File: src/rtl/wshb_if.sv
// Wishbone bus bundle shared by the framebuffer producer and the arbiter.
// clk/rst are carried so a slave can use the same nets as the master.
interface wshb_if (
    input logic clk,
    input logic rst
);
    logic [31:0] adr;
    logic [31:0] dat_ms;
    logic [31:0] dat_sm;
    logic        we;
    logic [3:0]  sel;
    logic        stb;
    logic        cyc;
    logic [2:0]  cti;
    logic [1:0]  bte;
    logic        ack;

    modport master (
        input  ack, dat_sm,
        output adr, dat_ms, we, sel, stb, cyc, cti, bte
    );

    modport slave (
        input  clk, rst, adr, dat_ms, we, sel, stb, cyc, cti, bte,
        output ack, dat_sm
    );
endinterface

File: src/rtl/fb_pattern_writer.sv
// Framebuffer test-pattern producer. Writes one 32-bit pixel per acked
// Wishbone cycle, walking the frame in raster order, and drops cyc for a
// fixed number of cycles after every BURST writes so the video reader can
// win the arbiter regularly.
module fb_pattern_writer #(
    parameter int HDISP = 800,
    parameter int VDISP = 480,
    parameter int BURST = 64,
    parameter int GAP   = 2
) (
    input  logic          clk,
    input  logic          rst,
    input  logic          en,
    wshb_if.master        wshb_ifm,
    output logic          frame_done,
    output logic [7:0]    frame_cnt
);

    localparam int XW = (HDISP > 1) ? $clog2(HDISP) : 1;
    localparam int YW = (VDISP > 1) ? $clog2(VDISP) : 1;
    localparam int BW = (BURST > 1) ? $clog2(BURST) : 1;
    localparam int GW = (GAP   > 1) ? $clog2(GAP)   : 1;

    typedef enum logic [1:0] {
        ST_IDLE    = 2'd0,
        ST_BURST   = 2'd1,
        ST_RELEASE = 2'd2
    } state_t;

    state_t          state_r;
    state_t          state_nxt_s;

    logic [XW-1:0]   x_r;
    logic [YW-1:0]   y_r;
    logic [7:0]      frame_cnt_r;
    logic [BW-1:0]   burst_cnt_r;
    logic [GW-1:0]   gap_cnt_r;
    logic            frame_done_r;

    logic            ack_take_s;
    logic            x_last_s;
    logic            y_last_s;
    logic            burst_last_s;
    logic            gap_last_s;
    logic            cyc_s;
    logic [31:0]     pix_idx_s;
    logic [31:0]     pix_dat_s;

    // Grid lines every 16 pixels in white; elsewhere a colour ramp whose
    // blue channel follows the frame counter so successive frames differ.
    function automatic logic [31:0] pattern_pixel(
        input logic [3:0] x_lo,
        input logic [3:0] y_lo,
        input logic [7:0] red,
        input logic [7:0] green,
        input logic [7:0] blue
    );
        logic [31:0] pix;
        if ((x_lo == 4'd0) || (y_lo == 4'd0)) begin
            pix = 32'h00FF_FFFF;
        end else begin
            pix = {8'h00, red, green, blue};
        end
        return pix;
    endfunction

    // An ack only counts while this master owns the bus.
    assign ack_take_s   = (state_r == ST_BURST) && wshb_ifm.ack;
    assign x_last_s     = (x_r == XW'(HDISP - 1));
    assign y_last_s     = (y_r == YW'(VDISP - 1));
    assign burst_last_s = (burst_cnt_r == BW'(BURST - 1));
    assign gap_last_s   = (gap_cnt_r == GW'(GAP - 1));

    // Byte address and pixel value follow the counters directly, so they
    // move on exactly the edge that samples an ack and hold otherwise.
    assign pix_idx_s = 32'(x_r) + (32'(y_r) * 32'(HDISP));
    assign pix_dat_s = pattern_pixel(4'(x_r), 4'(y_r), 8'(x_r), 8'(y_r), frame_cnt_r);

    // State register.
    always_ff @(posedge clk) begin
        if (rst) begin
            state_r <= ST_IDLE;
        end else begin
            state_r <= state_nxt_s;
        end
    end

    // Next-state logic; en is only looked at on tenure boundaries.
    always_comb begin
        state_nxt_s = state_r;
        case (state_r)
            ST_IDLE: begin
                if (en) begin
                    state_nxt_s = ST_BURST;
                end else begin
                    state_nxt_s = ST_IDLE;
                end
            end
            ST_BURST: begin
                if (ack_take_s && burst_last_s) begin
                    state_nxt_s = ST_RELEASE;
                end else begin
                    state_nxt_s = ST_BURST;
                end
            end
            ST_RELEASE: begin
                if (gap_last_s) begin
                    state_nxt_s = en ? ST_BURST : ST_IDLE;
                end else begin
                    state_nxt_s = ST_RELEASE;
                end
            end
            default: begin
                state_nxt_s = ST_IDLE;
            end
        endcase
    end

    // Bus request decode: cyc and stb are asserted only while bursting.
    always_comb begin
        cyc_s = 1'b0;
        case (state_r)
            ST_IDLE:    cyc_s = 1'b0;
            ST_BURST:   cyc_s = 1'b1;
            ST_RELEASE: cyc_s = 1'b0;
            default:    cyc_s = 1'b0;
        endcase
    end

    // Raster position, frame counter and end-of-frame pulse advance per ack.
    always_ff @(posedge clk) begin
        if (rst) begin
            x_r          <= '0;
            y_r          <= '0;
            frame_cnt_r  <= 8'd0;
            frame_done_r <= 1'b0;
        end else begin
            frame_done_r <= 1'b0;
            if (ack_take_s) begin
                if (x_last_s) begin
                    x_r <= '0;
                    if (y_last_s) begin
                        y_r          <= '0;
                        frame_cnt_r  <= frame_cnt_r + 8'd1;
                        frame_done_r <= 1'b1;
                    end else begin
                        y_r <= y_r + YW'(1);
                    end
                end else begin
                    x_r <= x_r + XW'(1);
                end
            end else begin
                x_r <= x_r;
            end
        end
    end

    // Writes completed in the current tenure.
    always_ff @(posedge clk) begin
        if (rst) begin
            burst_cnt_r <= '0;
        end else if (ack_take_s) begin
            if (burst_last_s) begin
                burst_cnt_r <= '0;
            end else begin
                burst_cnt_r <= burst_cnt_r + BW'(1);
            end
        end else begin
            burst_cnt_r <= burst_cnt_r;
        end
    end

    // Idle cycles spent with the bus released between tenures.
    always_ff @(posedge clk) begin
        if (rst) begin
            gap_cnt_r <= '0;
        end else if (state_r == ST_RELEASE) begin
            if (gap_last_s) begin
                gap_cnt_r <= '0;
            end else begin
                gap_cnt_r <= gap_cnt_r + GW'(1);
            end
        end else begin
            gap_cnt_r <= '0;
        end
    end

    assign wshb_ifm.cyc    = cyc_s;
    assign wshb_ifm.stb    = cyc_s;
    assign wshb_ifm.we     = 1'b1;
    assign wshb_ifm.sel    = 4'hF;
    assign wshb_ifm.cti    = 3'b000;
    assign wshb_ifm.bte    = 2'b00;
    assign wshb_ifm.adr    = pix_idx_s << 2;
    assign wshb_ifm.dat_ms = pix_dat_s;

    assign frame_done = frame_done_r;
    assign frame_cnt  = frame_cnt_r;

endmodule

File: src/flat_wrapper.sv
// flat-port wrapper written by rule: the top's interface ports become plain ports
module fb_pattern_writer_flat 
#(
    parameter int HDISP = 800,
    parameter int VDISP = 480,
    parameter int BURST = 64,
    parameter int GAP   = 2
)
  (clk, rst, en, frame_done, frame_cnt, wshb_ifm_ack, wshb_ifm_dat_sm, wshb_ifm_adr, wshb_ifm_dat_ms, wshb_ifm_we, wshb_ifm_sel, wshb_ifm_stb, wshb_ifm_cyc, wshb_ifm_cti, wshb_ifm_bte);
  wshb_if wshb_ifm_i (.clk(clk), .rst(rst));
  input  logic clk;
  input  logic rst;
  input  logic en;
  output logic frame_done;
  output logic [7:0] frame_cnt;
  input wire logic [$bits(wshb_ifm_i.ack)-1:0] wshb_ifm_ack;
  input wire logic [$bits(wshb_ifm_i.dat_sm)-1:0] wshb_ifm_dat_sm;
  output wire logic [$bits(wshb_ifm_i.adr)-1:0] wshb_ifm_adr;
  output wire logic [$bits(wshb_ifm_i.dat_ms)-1:0] wshb_ifm_dat_ms;
  output wire logic [$bits(wshb_ifm_i.we)-1:0] wshb_ifm_we;
  output wire logic [$bits(wshb_ifm_i.sel)-1:0] wshb_ifm_sel;
  output wire logic [$bits(wshb_ifm_i.stb)-1:0] wshb_ifm_stb;
  output wire logic [$bits(wshb_ifm_i.cyc)-1:0] wshb_ifm_cyc;
  output wire logic [$bits(wshb_ifm_i.cti)-1:0] wshb_ifm_cti;
  output wire logic [$bits(wshb_ifm_i.bte)-1:0] wshb_ifm_bte;
  assign wshb_ifm_i.ack = wshb_ifm_ack;
  assign wshb_ifm_i.dat_sm = wshb_ifm_dat_sm;
  assign wshb_ifm_adr = wshb_ifm_i.adr;
  assign wshb_ifm_dat_ms = wshb_ifm_i.dat_ms;
  assign wshb_ifm_we = wshb_ifm_i.we;
  assign wshb_ifm_sel = wshb_ifm_i.sel;
  assign wshb_ifm_stb = wshb_ifm_i.stb;
  assign wshb_ifm_cyc = wshb_ifm_i.cyc;
  assign wshb_ifm_cti = wshb_ifm_i.cti;
  assign wshb_ifm_bte = wshb_ifm_i.bte;
  fb_pattern_writer #(.HDISP(HDISP), .VDISP(VDISP), .BURST(BURST), .GAP(GAP)) u_core (.clk(clk), .rst(rst), .en(en), .wshb_ifm(wshb_ifm_i), .frame_done(frame_done), .frame_cnt(frame_cnt));
endmodule
File: config.mk
export PLATFORM = sky130hd
export DESIGN_NAME = fb_pattern_writer_flat
export DESIGN_NICKNAME = d
export VERILOG_FILES = /design/src/rtl/wshb_if.sv /design/src/rtl/fb_pattern_writer.sv /design/src/flat_wrapper.sv
export SDC_FILE = /design/constraint.sdc
export NUM_CORES = 1
export LEC_CHECK = 0
export BUFFER_PORTS_ARGS = -buffer_cell sky130_fd_sc_hd__buf_2
export CORE_UTILIZATION = 55
export CTS_BUF_LIST = sky130_fd_sc_hd__clkbuf_8 sky130_fd_sc_hd__clkbuf_16
export DETAILED_ROUTE_END_ITERATION = 8
export GPL_TIMING_DRIVEN = 0
export HOLD_SLACK_MARGIN = 0.15
export PLACE_DENSITY = 0.95
export RECOVER_POWER = 100
export SYNTH_ARGS = -nofsm -noshare
export SYNTH_HDL_FRONTEND = slang
export SYNTH_SLANG_ARGS = --single-unit
File: constraint.sdc
create_clock -name clk -period 6.2 [get_ports clk]
set_input_delay 0.31 -clock clk [delete_from_list [all_inputs] [get_ports clk]]
set_output_delay 0.31 -clock clk [all_outputs]
set_load 0.05 [all_outputs]
==> results of run 1 <==
per-layer routing:
metal,wire length [um],track usage
met5,0,0
met4,174,0.0964
met3,524,0.0398
met2,3790,0.415
met1,3080,0.268
cell families after synthesis:
group | Yosys count
AND/OR/NAND/NOR | 146
buffers and inverters | 77
adder cells (fa/ha/maj) | 49
AO/OA/AOI/OAI | 48
XOR/XNOR | 43
flip-flops | 37
multiplexers | 3
other | 2
layout make-up:
type | count | area share
Clock inverter | 1 | 0.000983
Buffer | 46 | 0.0809
Sequential cell | 37 | 0.194
Tap cell | 75 | 0.0246
Multi-Input combinational cell | 319 | 0.590
Timing Repair Buffer | 57 | 0.0573
Clock buffer | 6 | 0.0216
Inverter | 31 | 0.0305
worst register-to-register path: cells and delay by family, from the launching register on:
kind             cells  cell delay (ns)
AND/OR/NAND/NOR      6             2.43
flip-flops           1             0.46
registers in the layout, summed over array words and instances (netlist names):
register / cells
u_core.burst_cnt_r: 6
u_core.frame_cnt: 8
u_core.frame_done: 1
u_core.gap_cnt_r: 1
u_core.state_r: 2
u_core.x_r: 10
u_core.y_r: 9
layout by cell type (no fill, tap or decap), drive strengths merged, types with 2 or more instances in the layout:
| cell | synthesis | final |
|---|---|---|
| ha | 44 | 44 |
| nand2b | 15 | 15 |
| nor3 | 11 | 11 |
| o21a | 3 | 3 |
| fa | 5 | 5 |
| or4 | 3 | 3 |
| a21o | 5 | 5 |
| nand4 | 9 | 9 |
| nor2 | 46 | 46 |
| nand2 | 19 | 19 |
| o21ai | 10 | 10 |
| a211oi | 5 | 5 |
| and3 | 4 | 4 |
| a221oi | 2 | 2 |
| xor2 | 15 | 15 |
| nor3b | 3 | 3 |
| conb | 2 | 30 |
| buf | 39 | 41 |
| nor2b | 5 | 5 |
| or2 | 15 | 15 |
| xnor2 | 28 | 28 |
| nand3 | 8 | 8 |
| dfxtp | 37 | 37 |
| mux2i | 3 | 3 |
| o211ai | 2 | 2 |
| a21oi | 9 | 9 |
| clkbuf | 7 | 68 |
| inv | 31 | 32 |
final timing paths:
| path | slack (ns) | endpoint | cells after the start | startpoint |
|---|---|---|---|---|
| worst max-delay path | 0.91 | wshb_ifm_adr[21] | 12 | u_core.y_r[3]$_SDFFE_PP0P_ |
| worst min-delay path | 0.29 | u_core.state_r[0]$_SDFF_PP0_ | 3 | en |
| worst max register to register | 3.26 | u_core.frame_cnt[6]$_SDFFE_PP0P_ | 6 | u_core.x_r[2]$_SDFFE_PP0P_ |
| worst min register to register | 0.51 | u_core.gap_cnt_r$_SDFF_PP0_ | 1 | u_core.state_r[0]$_SDFF_PP0_ |
power by group through the flow:
stage               logic, mW  clock network, mW  registers [mW]
floorplan              0.0726                  0           0.246
global placement       0.0772                  0           0.247
detailed placement     0.0782                  0           0.247
CTS                    0.0786              0.169           0.242
global route           0.0823              0.175           0.242
finish                 0.0790              0.171           0.242
per-stage QoR:
step / std cells / total power [mW] / worst slack [ns]
after floorplan: 433 / 0.319 / 1.68
after global placement: 565 / 0.324 / 2.04
after detailed placement: 565 / 0.325 / 1.80
after CTS: 572 / 0.489 / 1.46
after global routing: 572 / 0.499 / 0.669
final: 572 / 0.491 / 0.909
==> impl_metrics.py, run 1 <==
metrics = {
    "clock_network": {
        "clk_transition_reported_paths_ns": 0.07,
        "cts_resized": 0,
        "hold_buffers": 0,
        "cts_sinks": 37,
        "clockBufferDepth": 2,
        "cts_buffers": 5,
        "cts_tree": "done",
        "post_cts_buffers": 0,
        "insertion_delay_ns": 0.29,
        "clock-root-buffer": "clkbuf_8",
        "htree_levels": 2,
    },
    "die": {
        "die_h_um": 80.1,
        "die_x_um": 80.1,
        "io_pins": 121,
        "core-area_um2": 5890,
        "initial_utilization": 0.570,
        "die-area_um2": 6410,
        "rows": 28,
    },
    "synth": {
        "synth_seq_cells": 37,
        "async_reset_ff_frac": 0,
        "synth_top_area_share": 0.221,
        "yosys_warnings": 0,
        "synth_top_family_by_area": "simple AND/OR/NAND/NOR gates",
        "yosysSeqAreaShare": 0.221,
        "synthFlopType": "dfxtp_1",
        "synth_top_cell_by_area": "dfxtp_1",
        "synth-simple-area-share": 0.236,
        "synth_common_cells": "nor2_1 (46), ha_1 (44), dfxtp_1 (37), buf_4 (36), inv_1 (31)",
        "synth-edff-count": 0,
        "postSynthCellCount": 405,
        "yosysMostFrequentCell": "nor2_1",
        "synth_compound_area_frac": 0.0985,
        "synth_cell_types": 55,
        "syn_area_um2": 3350,
        "syn_area_per_cell_um2": 8.28,
        "synth-adder-area-share": 0.194,
        "synthTopCellsByArea": "dfxtp_1 (22%), ha_1 (16%), buf_4 (8.1%), xnor2_1 (7.3%), nor2_1 (5.1%)",
        "synthMuxAreaShare": 0.00896,
        "synth_xor_area_frac": 0.112,
    },
    "detailed_routing": {
        "drc": 0,
        "wl_per_cell_um": 13.2,
        "routed_wl_mm": 7.58,
        "dr.pass1.iters": 4,
        "drtIter0Drc": 132,
        "route.antenna.remaining_nets": 0,
        "num_vias": 3060,
        "routed_via_density": 5.35,
    },
    "final_layout": {
        "seqCellArea_um2": 741,
        "layout-drive-gt1-share": 0.131,
        "utilization": 0.649,
        "syn2layout_area_growth_pct": 13.9,
        "fin_area_um2": 3820,
        "diodes": 0,
        "multi_input_area_um2": 2250,
        "nNetsFinal": 582,
        "fillers": 512,
    },
    "worst_setup_path": {
        "cp_num_buf_inv": 2,
        "path_cells": "inv_1, ha_1, ha_1, fa_1, ha_1, o21ai_0, nor2_1, o311ai_0, nor4bb_1, nand2_1, nor3b_1, clkbuf_1",
        "cp_slowest_cell": "o311ai_0",
        "cp-end-kind": "output pin",
        "worstPathMaxFanout": 5,
        "cp.required_ns": 5.89,
        "cp_common_cell": "ha_1",
        "crit_path_start_kind": "flip-flop",
        "critPathKind": "flip-flop to output pin",
        "max_stage_delay_ns": 0.88,
        "cpLargestDelayFamily": "adder cells",
        "cp.arrival_ns": 4.98,
    },
    "placement": {
        "post_dp_cell_area_um2": 3840,
        "io_buffers": 57,
        "gp_congestion": 0.902,
        "dpl.hpwl_mm": 5.79,
    },
    "outcome": {
        "outcome": "finished, final reports clean",
    },
    "grt": {
        "track_usage": 0.231,
        "antenna_found_initial": 0,
        "grt_pass1_vias": 2734,
        "grt_pass1_wl_mm": 11.8,
        "gr-total-overflow": 0,
        "grt_max_degree": 11,
    },
    "power_and_ir_drop": {
        "pwr-share-comb": 0.161,
        "clkPwrFrac": 0.347,
        "seqPwrFrac": 0.492,
        "switching_share": 0.296,
        "intPower_mw": 0.346,
        "p_leak_nw": 1.74,
        "vdd_drop_max_mv": 0.127,
        "switchingPower_mw": 0.146,
        "power_density_nw_per_um2": 129,
    },
    "sta": {
        "slew_headroom": 0.109,
        "min_period_ns": 5.29,
        "hold_violations": 0,
        "final_max_slew_viol_count": 0,
        "finalCritPeriodShare": 0.853,
        "clock_skew_ns": 0.00374,
        "rsz0062_at_grt": "false",
        "hold_ws_ns": 0.294,
        "setup_viol": 0,
        "tns_ns": 0,
        "fmaxAchievable_mhz": 189,
        "tightestPinTransition_ns": 1.32,
    },
    "min_path": {
        "hp-class": "input port to flip-flop",
    },
    "job": {
        "maxCapViolCount": 0,
    },
}
(Power assumes the default switching activity.)
==> inputs of run 2 (changes only) <==
--- a/config.mk
+++ b/config.mk
@@ -5,6 +5,7 @@
 export SDC_FILE = /design/constraint.sdc
 export NUM_CORES = 1
 export LEC_CHECK = 0
+export ABC_AREA = 1
 export BUFFER_PORTS_ARGS = -buffer_cell sky130_fd_sc_hd__buf_2
 export CORE_UTILIZATION = 55
 export CTS_BUF_LIST = sky130_fd_sc_hd__clkbuf_8 sky130_fd_sc_hd__clkbuf_16
==> run 2 against run 1 <==
Against the previous run:
- synthesized cell count rose by 28%
- utilization increased by 1.2 points
- first-iteration DRC count rose by 49%
- final cell count is 20% higher
- combinational power rose by 4.1%
- sequential cell count is the same
- critical path type unchanged
- largest power group unchanged
- highest routed layer unchanged
==> impl_metrics.py, run 2 <==
metrics = {
    "outcome": {
        "outcome": "finished, final reports clean",
    },
    "clock_network": {
        "clock-root-buffer": "clkbuf_8",
        "cts_sinks": 37,
        "clockBufferDepth": 2,
        "cts_buffers": 5,
        "hold_buffers": 0,
        "post_cts_buffers": 0,
        "cts_resized": 0,
        "insertion_delay_ns": 0.30,
        "clk_transition_reported_paths_ns": 0.09,
        "htree_levels": 2,
        "cts_tree": "done",
    },
    "placement": {
        "dp_cells": 679,
        "gp_congestion": 0.866,
        "post_dp_cell_area_um2": 4010,
        "io_buffers": 58,
        "dpl.hpwl_mm": 6.46,
        "pre_cts_slack_ns": 2.60,
    },
    "grt": {
        "antenna_found_initial": 0,
        "grt_max_degree": 13,
        "grt_pass1_vias": 3153,
        "gr-total-overflow": 0,
        "track_usage": 0.254,
        "grt_pass1_wl_mm": 13.4,
    },
    "synth": {
        "postSynthCellCount": 518,
        "synthFlopType": "dfxtp_1",
        "synth_top_area_share": 0.211,
        "synth_common_cells": "nand2_1 (133), inv_1 (85), ha_1 (44), dfxtp_1 (37), buf_4 (36)",
        "synth-edff-count": 0,
        "yosysSeqAreaShare": 0.211,
        "synth_cell_types": 36,
        "syn_area_per_cell_um2": 6.79,
        "yosysMostFrequentCell": "nand2_1",
        "synth_top_cell_by_area": "dfxtp_1",
        "syn_area_um2": 3520,
        "synthTopCellsByArea": "dfxtp_1 (21%), ha_1 (16%), nand2_1 (14%), inv_1 (9.1%), buf_4 (7.7%)",
        "yosys_warnings": 0,
        "async_reset_ff_frac": 0,
        "synth_seq_cells": 37,
    },
    "sta": {
        "setup_ws_ns": 2.01,
        "tns_ns": 0,
        "slew_headroom": 0.565,
        "hold_violations": 0,
        "rsz0062_at_grt": "false",
        "min_period_ns": 4.19,
        "tightestPinTransition_ns": 0.647,
        "setup_viol": 0,
        "hold_ws_ns": 0.335,
        "final_max_slew_viol_count": 0,
        "fmaxAchievable_mhz": 238,
        "finalCritPeriodShare": 0.676,
        "clock_skew_ns": 0.0140,
    },
    "final_layout": {
        "final_cells": 687,
        "diodes": 0,
        "regMostFlops": "u_core.x_r",
        "utilization": 0.661,
        "layout-drive-gt1-share": 0.0899,
        "layout_commonest_cell": "nand2_1",
        "final_cell_mix": "nand2_1 (134), inv_1 (87), clkbuf_1 (60)",
        "nNetsFinal": 696,
        "largest_reg_flops": 10,
        "fin_area_um2": 4010,
        "syn2layout_area_growth_pct": 13.9,
    },
    "worst_setup_path": {
        "crit_path_start_kind": "flip-flop",
        "path_cells": "inv_1, ha_1, inv_1, ha_1, inv_1, fa_1, inv_1, ha_1, nand2_1, nand2_1, a21oi_1, nand2_1, nand2_1, nand2_1, nor2_1, nand2_1, nor3_1, clkbuf_1",
        "cp_common_cell": "nand2_1",
        "r2r_cells": 8,
        "cp.arrival_ns": 3.88,
        "cp_slowest_cell": "fa_1",
        "worstPathMaxFanout": 5,
        "critPathKind": "flip-flop to output pin",
        "cp.required_ns": 5.89,
        "max_stage_delay_ns": 0.49,
        "cp-end-kind": "output pin",
    },
    "detailed_routing": {
        "route.antenna.remaining_nets": 0,
        "dr.pass1.iters": 5,
        "routed_via_density": 5.13,
        "routed_wl_mm": 8.11,
        "num_vias": 3527,
        "wl_per_cell_um": 11.8,
        "drtIter0Drc": 197,
        "drc": 0,
    },
    "job": {
        "maxCapViolCount": 0,
    },
    "die": {
        "io_pins": 121,
        "core-area_um2": 6060,
        "die-area_um2": 6720,
        "die_x_um": 82.0,
        "initial_utilization": 0.580,
        "rows": 28,
        "die_h_um": 82.0,
    },
    "power_and_ir_drop": {
        "p_total_mw": 0.551,
        "p_leak_nw": 2.02,
        "power_density_nw_per_um2": 137,
        "vdd_drop_max_mv": 0.173,
    },
    "min_path": {
        "hold_path_depth": 3,
        "hp-class": "input port to flip-flop",
    },
}
==> run 2: cell count changes in the layout (fill, tap and decap cells not counted), sizes merged, moves of 5 or more <==
cell / change
nor2: -15
nand2: +115
xnor2: -24
nand3: +29
a21o: -5
or2: -14
nand4: -8
nor2b: -5
nand2b: -15
a21oi: +21
inv: +56
nor3: +10
==> run 2: worst paths after layout <==
check | start | endpoint | slack [ns]
max | u_core.y_r[5]$_SDFFE_PP0P_ | wshb_ifm_adr[21] | 2.01
max reg2reg | u_core.y_r[0]$_SDFFE_PP0P_ | u_core.frame_cnt[4]$_SDFFE_PP0P_ | 3.79
min reg2reg | u_core.frame_cnt[6]$_SDFFE_PP0P_ | u_core.frame_cnt[6]$_SDFFE_PP0P_ | 0.48
min | en | u_core.state_r[0]$_SDFF_PP0_ | 0.33
==> run 2: logic make-up (layout without fill, tap and decap cells) <==
family | count (synthesis) | after routing | synth area share
flops | 37 | 37 | 0.211
other cells | 2 | 30 | 0.00214
xor+xnor | 15 | 15 | 0.0374
compound gates | 55 | 55 | 0.0857
fa+ha+maj | 49 | 49 | 0.185
simple gates | 232 | 232 | 0.304
buf+inv | 128 | 194 | 0.175
==> run 2: final cells by class <==
cell class	instances	area, um2
plain buffers	40	285
clock buffers	6	82.6
clock inverters	2	37.5
fillers	543	2050
inverters	88	330
multi-input cells	381	2220
flip-flops and latches	37	741
well taps	75	93.8
repair buffers	58	220
==> run 2: report_power, final <==
group	internal [mW]	leakage (nW)	switching [mW]
combinational	0.0200	1.67	0.0622
sequential	0.240	0.299	0.00215
clock	0.131	0.0574	0.0956
total	0.391	2.02	0.160
==> run 2: routing by layer <==
| metal | GRT usage | vias up | share of wire | wire (um) |
|---|---|---|---|---|
| met5 | 0 | - | 0 | 0 |
| met4 | 0.0930 | 0 | 0.015 | 120 |
| met3 | 0.0578 | 17 | 0.058 | 470 |
| met2 | 0.450 | 125 | 0.51 | 4130 |
| met1 | 0.294 | 1613 | 0.42 | 3380 |
| li1 | - | 1772 | - | - |
==> run 2: critical path, delay by kind of cell (launching register included) <==
kind            cells  cell delay (ns)
simple gates        8             0.79
flops               1             0.43
fa+ha+maj           4             1.39
buf+inv             5             0.74
compound gates      1             0.21
==> inputs of run 3 (changes only) <==
--- a/config.mk
+++ b/config.mk
@@ -7,12 +7,12 @@
 export LEC_CHECK = 0
 export ABC_AREA = 1
 export BUFFER_PORTS_ARGS = -buffer_cell sky130_fd_sc_hd__buf_2
-export CORE_UTILIZATION = 55
+export CORE_UTILIZATION = 47
 export CTS_BUF_LIST = sky130_fd_sc_hd__clkbuf_8 sky130_fd_sc_hd__clkbuf_16
 export DETAILED_ROUTE_END_ITERATION = 8
 export GPL_TIMING_DRIVEN = 0
 export HOLD_SLACK_MARGIN = 0.15
-export PLACE_DENSITY = 0.95
+export PLACE_DENSITY = 0.87
 export RECOVER_POWER = 100
 export SYNTH_ARGS = -nofsm -noshare
 export SYNTH_HDL_FRONTEND = slang
==> constraint.sdc (replaced) <==
create_clock -name clk -period 3.5 [get_ports clk]
set_input_delay 0.175 -clock clk [delete_from_list [all_inputs] [get_ports clk]]
set_output_delay 0.175 -clock clk [all_outputs]
set_load 0.05 [all_outputs]
==> run 3 against run 2 <==
Against the previous run:
- clock power increased by 33%
- critical endpoint is now wshb_ifm_adr[18]
- via count decreased by 0.28%
- total power increased by 59%
- wire length increased by 4.0%
- utilization decreased by 6.3 points
- highest routed layer unchanged
- largest cell class unchanged
==> impl_metrics.py, run 3 (synthesis results as in run 2) <==
metrics = {
    "clock_network": {
        "insertion_delay_ns": 0.30,
        "cts_tree": "done",
        "clockBufferDepth": 2,
        "clk_transition_reported_paths_ns": 0.08,
        "htree_levels": 2,
        "cts_buffers": 5,
        "cts_sinks": 37,
        "clock-root-buffer": "clkbuf_8",
    },
    "power_and_ir_drop": {
        "power_density_nw_per_um2": 202,
        "vdd_drop_max_mv": 0.267,
        "p_total_mw": 0.875,
        "p_leak_nw": 2.08,
    },
    "final_layout": {
        "layout_commonest_cell": "nand2_1",
        "utilization": 0.598,
        "final_cell_mix": "nand2_1 (121), inv_1 (82), clkbuf_1 (50)",
        "seqCellArea_um2": 756,
        "multi_input_area_um2": 2440,
        "largest_reg_flops": 10,
        "syn2layout_area_growth_pct": 23.4,
        "final_cells": 718,
        "fillers": 658,
        "nNetsFinal": 703,
        "fin_area_um2": 4340,
        "diodes": 0,
        "regMostFlops": "u_core.x_r",
        "layout-drive-gt1-share": 0.194,
    },
    "placement": {
        "dpl.hpwl_mm": 6.30,
        "gp_congestion": 0.882,
        "io_buffers": 58,
        "pre_cts_slack_ns": 0.0144,
        "dp_cells": 703,
        "post_dp_cell_area_um2": 4060,
    },
    "min_path": {
        "hp-class": "input port to flip-flop",
    },
    "worst_setup_path": {
        "cpLargestDelayFamily": "adder cells",
        "cp.required_ns": 3.32,
        "path_cells": "inv_1, ha_4, ha_4, fa_1, ha_4, inv_1, nand2_1, nand2_1, nor2_2, nand3_2, nor3_4, nand2_2, xor2_2, buf_6",
        "cp.arrival_ns": 3.26,
        "max_stage_delay_ns": 0.49,
        "worstPathMaxFanout": 6,
        "cp-end-kind": "output pin",
        "cp_slowest_cell": "fa_1",
        "cp_num_buf_inv": 3,
        "critPathKind": "flip-flop to output pin",
        "crit_path_start_kind": "flip-flop",
        "cp_common_cell": "ha_4",
    },
    "sta": {
        "final_max_slew_viol_count": 0,
        "tns_ns": 0,
        "hold_ws_ns": 0.163,
        "fmaxAchievable_mhz": 291,
        "setup_ws_ns": 0.0687,
        "min_period_ns": 3.43,
        "slew_headroom": 0.583,
        "finalCritPeriodShare": 0.980,
        "tightestPinTransition_ns": 0.629,
        "clock_skew_ns": 0.00644,
        "setup_viol": 0,
        "hold_violations": 0,
        "rsz0062_at_grt": "true",
    },
    "die": {
        "rows": 31,
        "initial_utilization": 0.485,
        "core-area_um2": 7250,
        "die_x_um": 88.5,
        "die_h_um": 88.5,
        "io_pins": 121,
        "die-area_um2": 7830,
    },
    "detailed_routing": {
        "drc": 0,
        "routed_via_density": 4.90,
        "wl_per_cell_um": 11.7,
        "num_vias": 3517,
        "dr.pass1.iters": 5,
        "routed_wl_mm": 8.43,
        "route.antenna.remaining_nets": 0,
        "drtIter0Drc": 162,
    },
    "outcome": {
        "outcome": "finished, final reports clean",
    },
    "grt": {
        "antenna_found_initial": 0,
        "grt_max_degree": 13,
        "grt_pass1_wl_mm": 13.0,
        "gr-total-overflow": 0,
        "grt_pass1_vias": 3074,
        "track_usage": 0.206,
    },
    "job": {
        "maxCapViolCount": 0,
    },
}
-- run 3: changes by cell type in the layout (fill, tap and decap cells not counted), sizes merged --
cell | before | now
buf | 38 | 50
clkbuf | 66 | 59
clkinv | 0 | 2
bufinv | 1 | 0
dlygate4sd3 | 0 | 1
-- run 3: layout make-up --
cell class | count | area share
plain buffers | 40 | 0.0660
clock buffers | 5 | 0.0159
clock inverters | 3 | 0.00404
inverters | 88 | 0.0761
multi-input cells | 381 | 0.562
flip-flops and latches | 37 | 0.174
well taps | 99 | 0.0285
repair buffers | 65 | 0.0738
-- run 3: routing by layer --
| metal | share of wire | wire length [um] | GRT usage | vias up |
|---|---|---|---|---|
| met3 | 0.056 | 476 | 0.0364 | 30 |
| met4 | 0.023 | 191 | 0.0587 | 0 |
| met1 | 0.40 | 3370 | 0.239 | 1564 |
| met5 | 0 | 0 | 0 | - |
| met2 | 0.52 | 4390 | 0.387 | 146 |
| li1 | - | - | - | 1777 |
-- run 3: worst reg2reg max path: cells and delay by family, from the launching register on --
kind                       cells  cell delay, ns
DFF                            1            0.46
adders and majority gates      1            0.23
buffers and inverters          3            0.39
and+or+nand+nor                3            0.92
AOI/OAI and AO/OA              1            0.06
-- run 3: final timing paths --
kind	start	endpoint	slack, ns	depth (start not counted)
worst min-delay path	en	u_core.state_r[0]$_SDFF_PP0_	0.16	3
worst max register to register	u_core.y_r[6]$_SDFFE_PP0P_	u_core.frame_cnt[6]$_SDFFE_PP0P_	1.31	8
worst min register to register	u_core.y_r[3]$_SDFFE_PP0P_	u_core.y_r[3]$_SDFFE_PP0P_	0.48	1
worst max-delay path	u_core.y_r[3]$_SDFFE_PP0P_	wshb_ifm_adr[18]	0.07	14
-- run 3: repair_timing --
action	CTS	global route
pin swaps	4	21
setup endpoints to repair	7	6
buffers inserted	1	5
gates resized for setup	25	37
hold endpoints to repair	3	0
hold buffers	1	0
-- run 3: power by group --
group / switching, mW / leakage (nW) / internal (mW) / total (mW)
logic: 0.110 / 1.73 / 0.0368 / 0.147
clock network: 0.165 / 0.0439 / 0.138 / 0.302
registers: 0.00406 / 0.303 / 0.422 / 0.426
total: 0.279 / 2.08 / 0.597 / 0.875
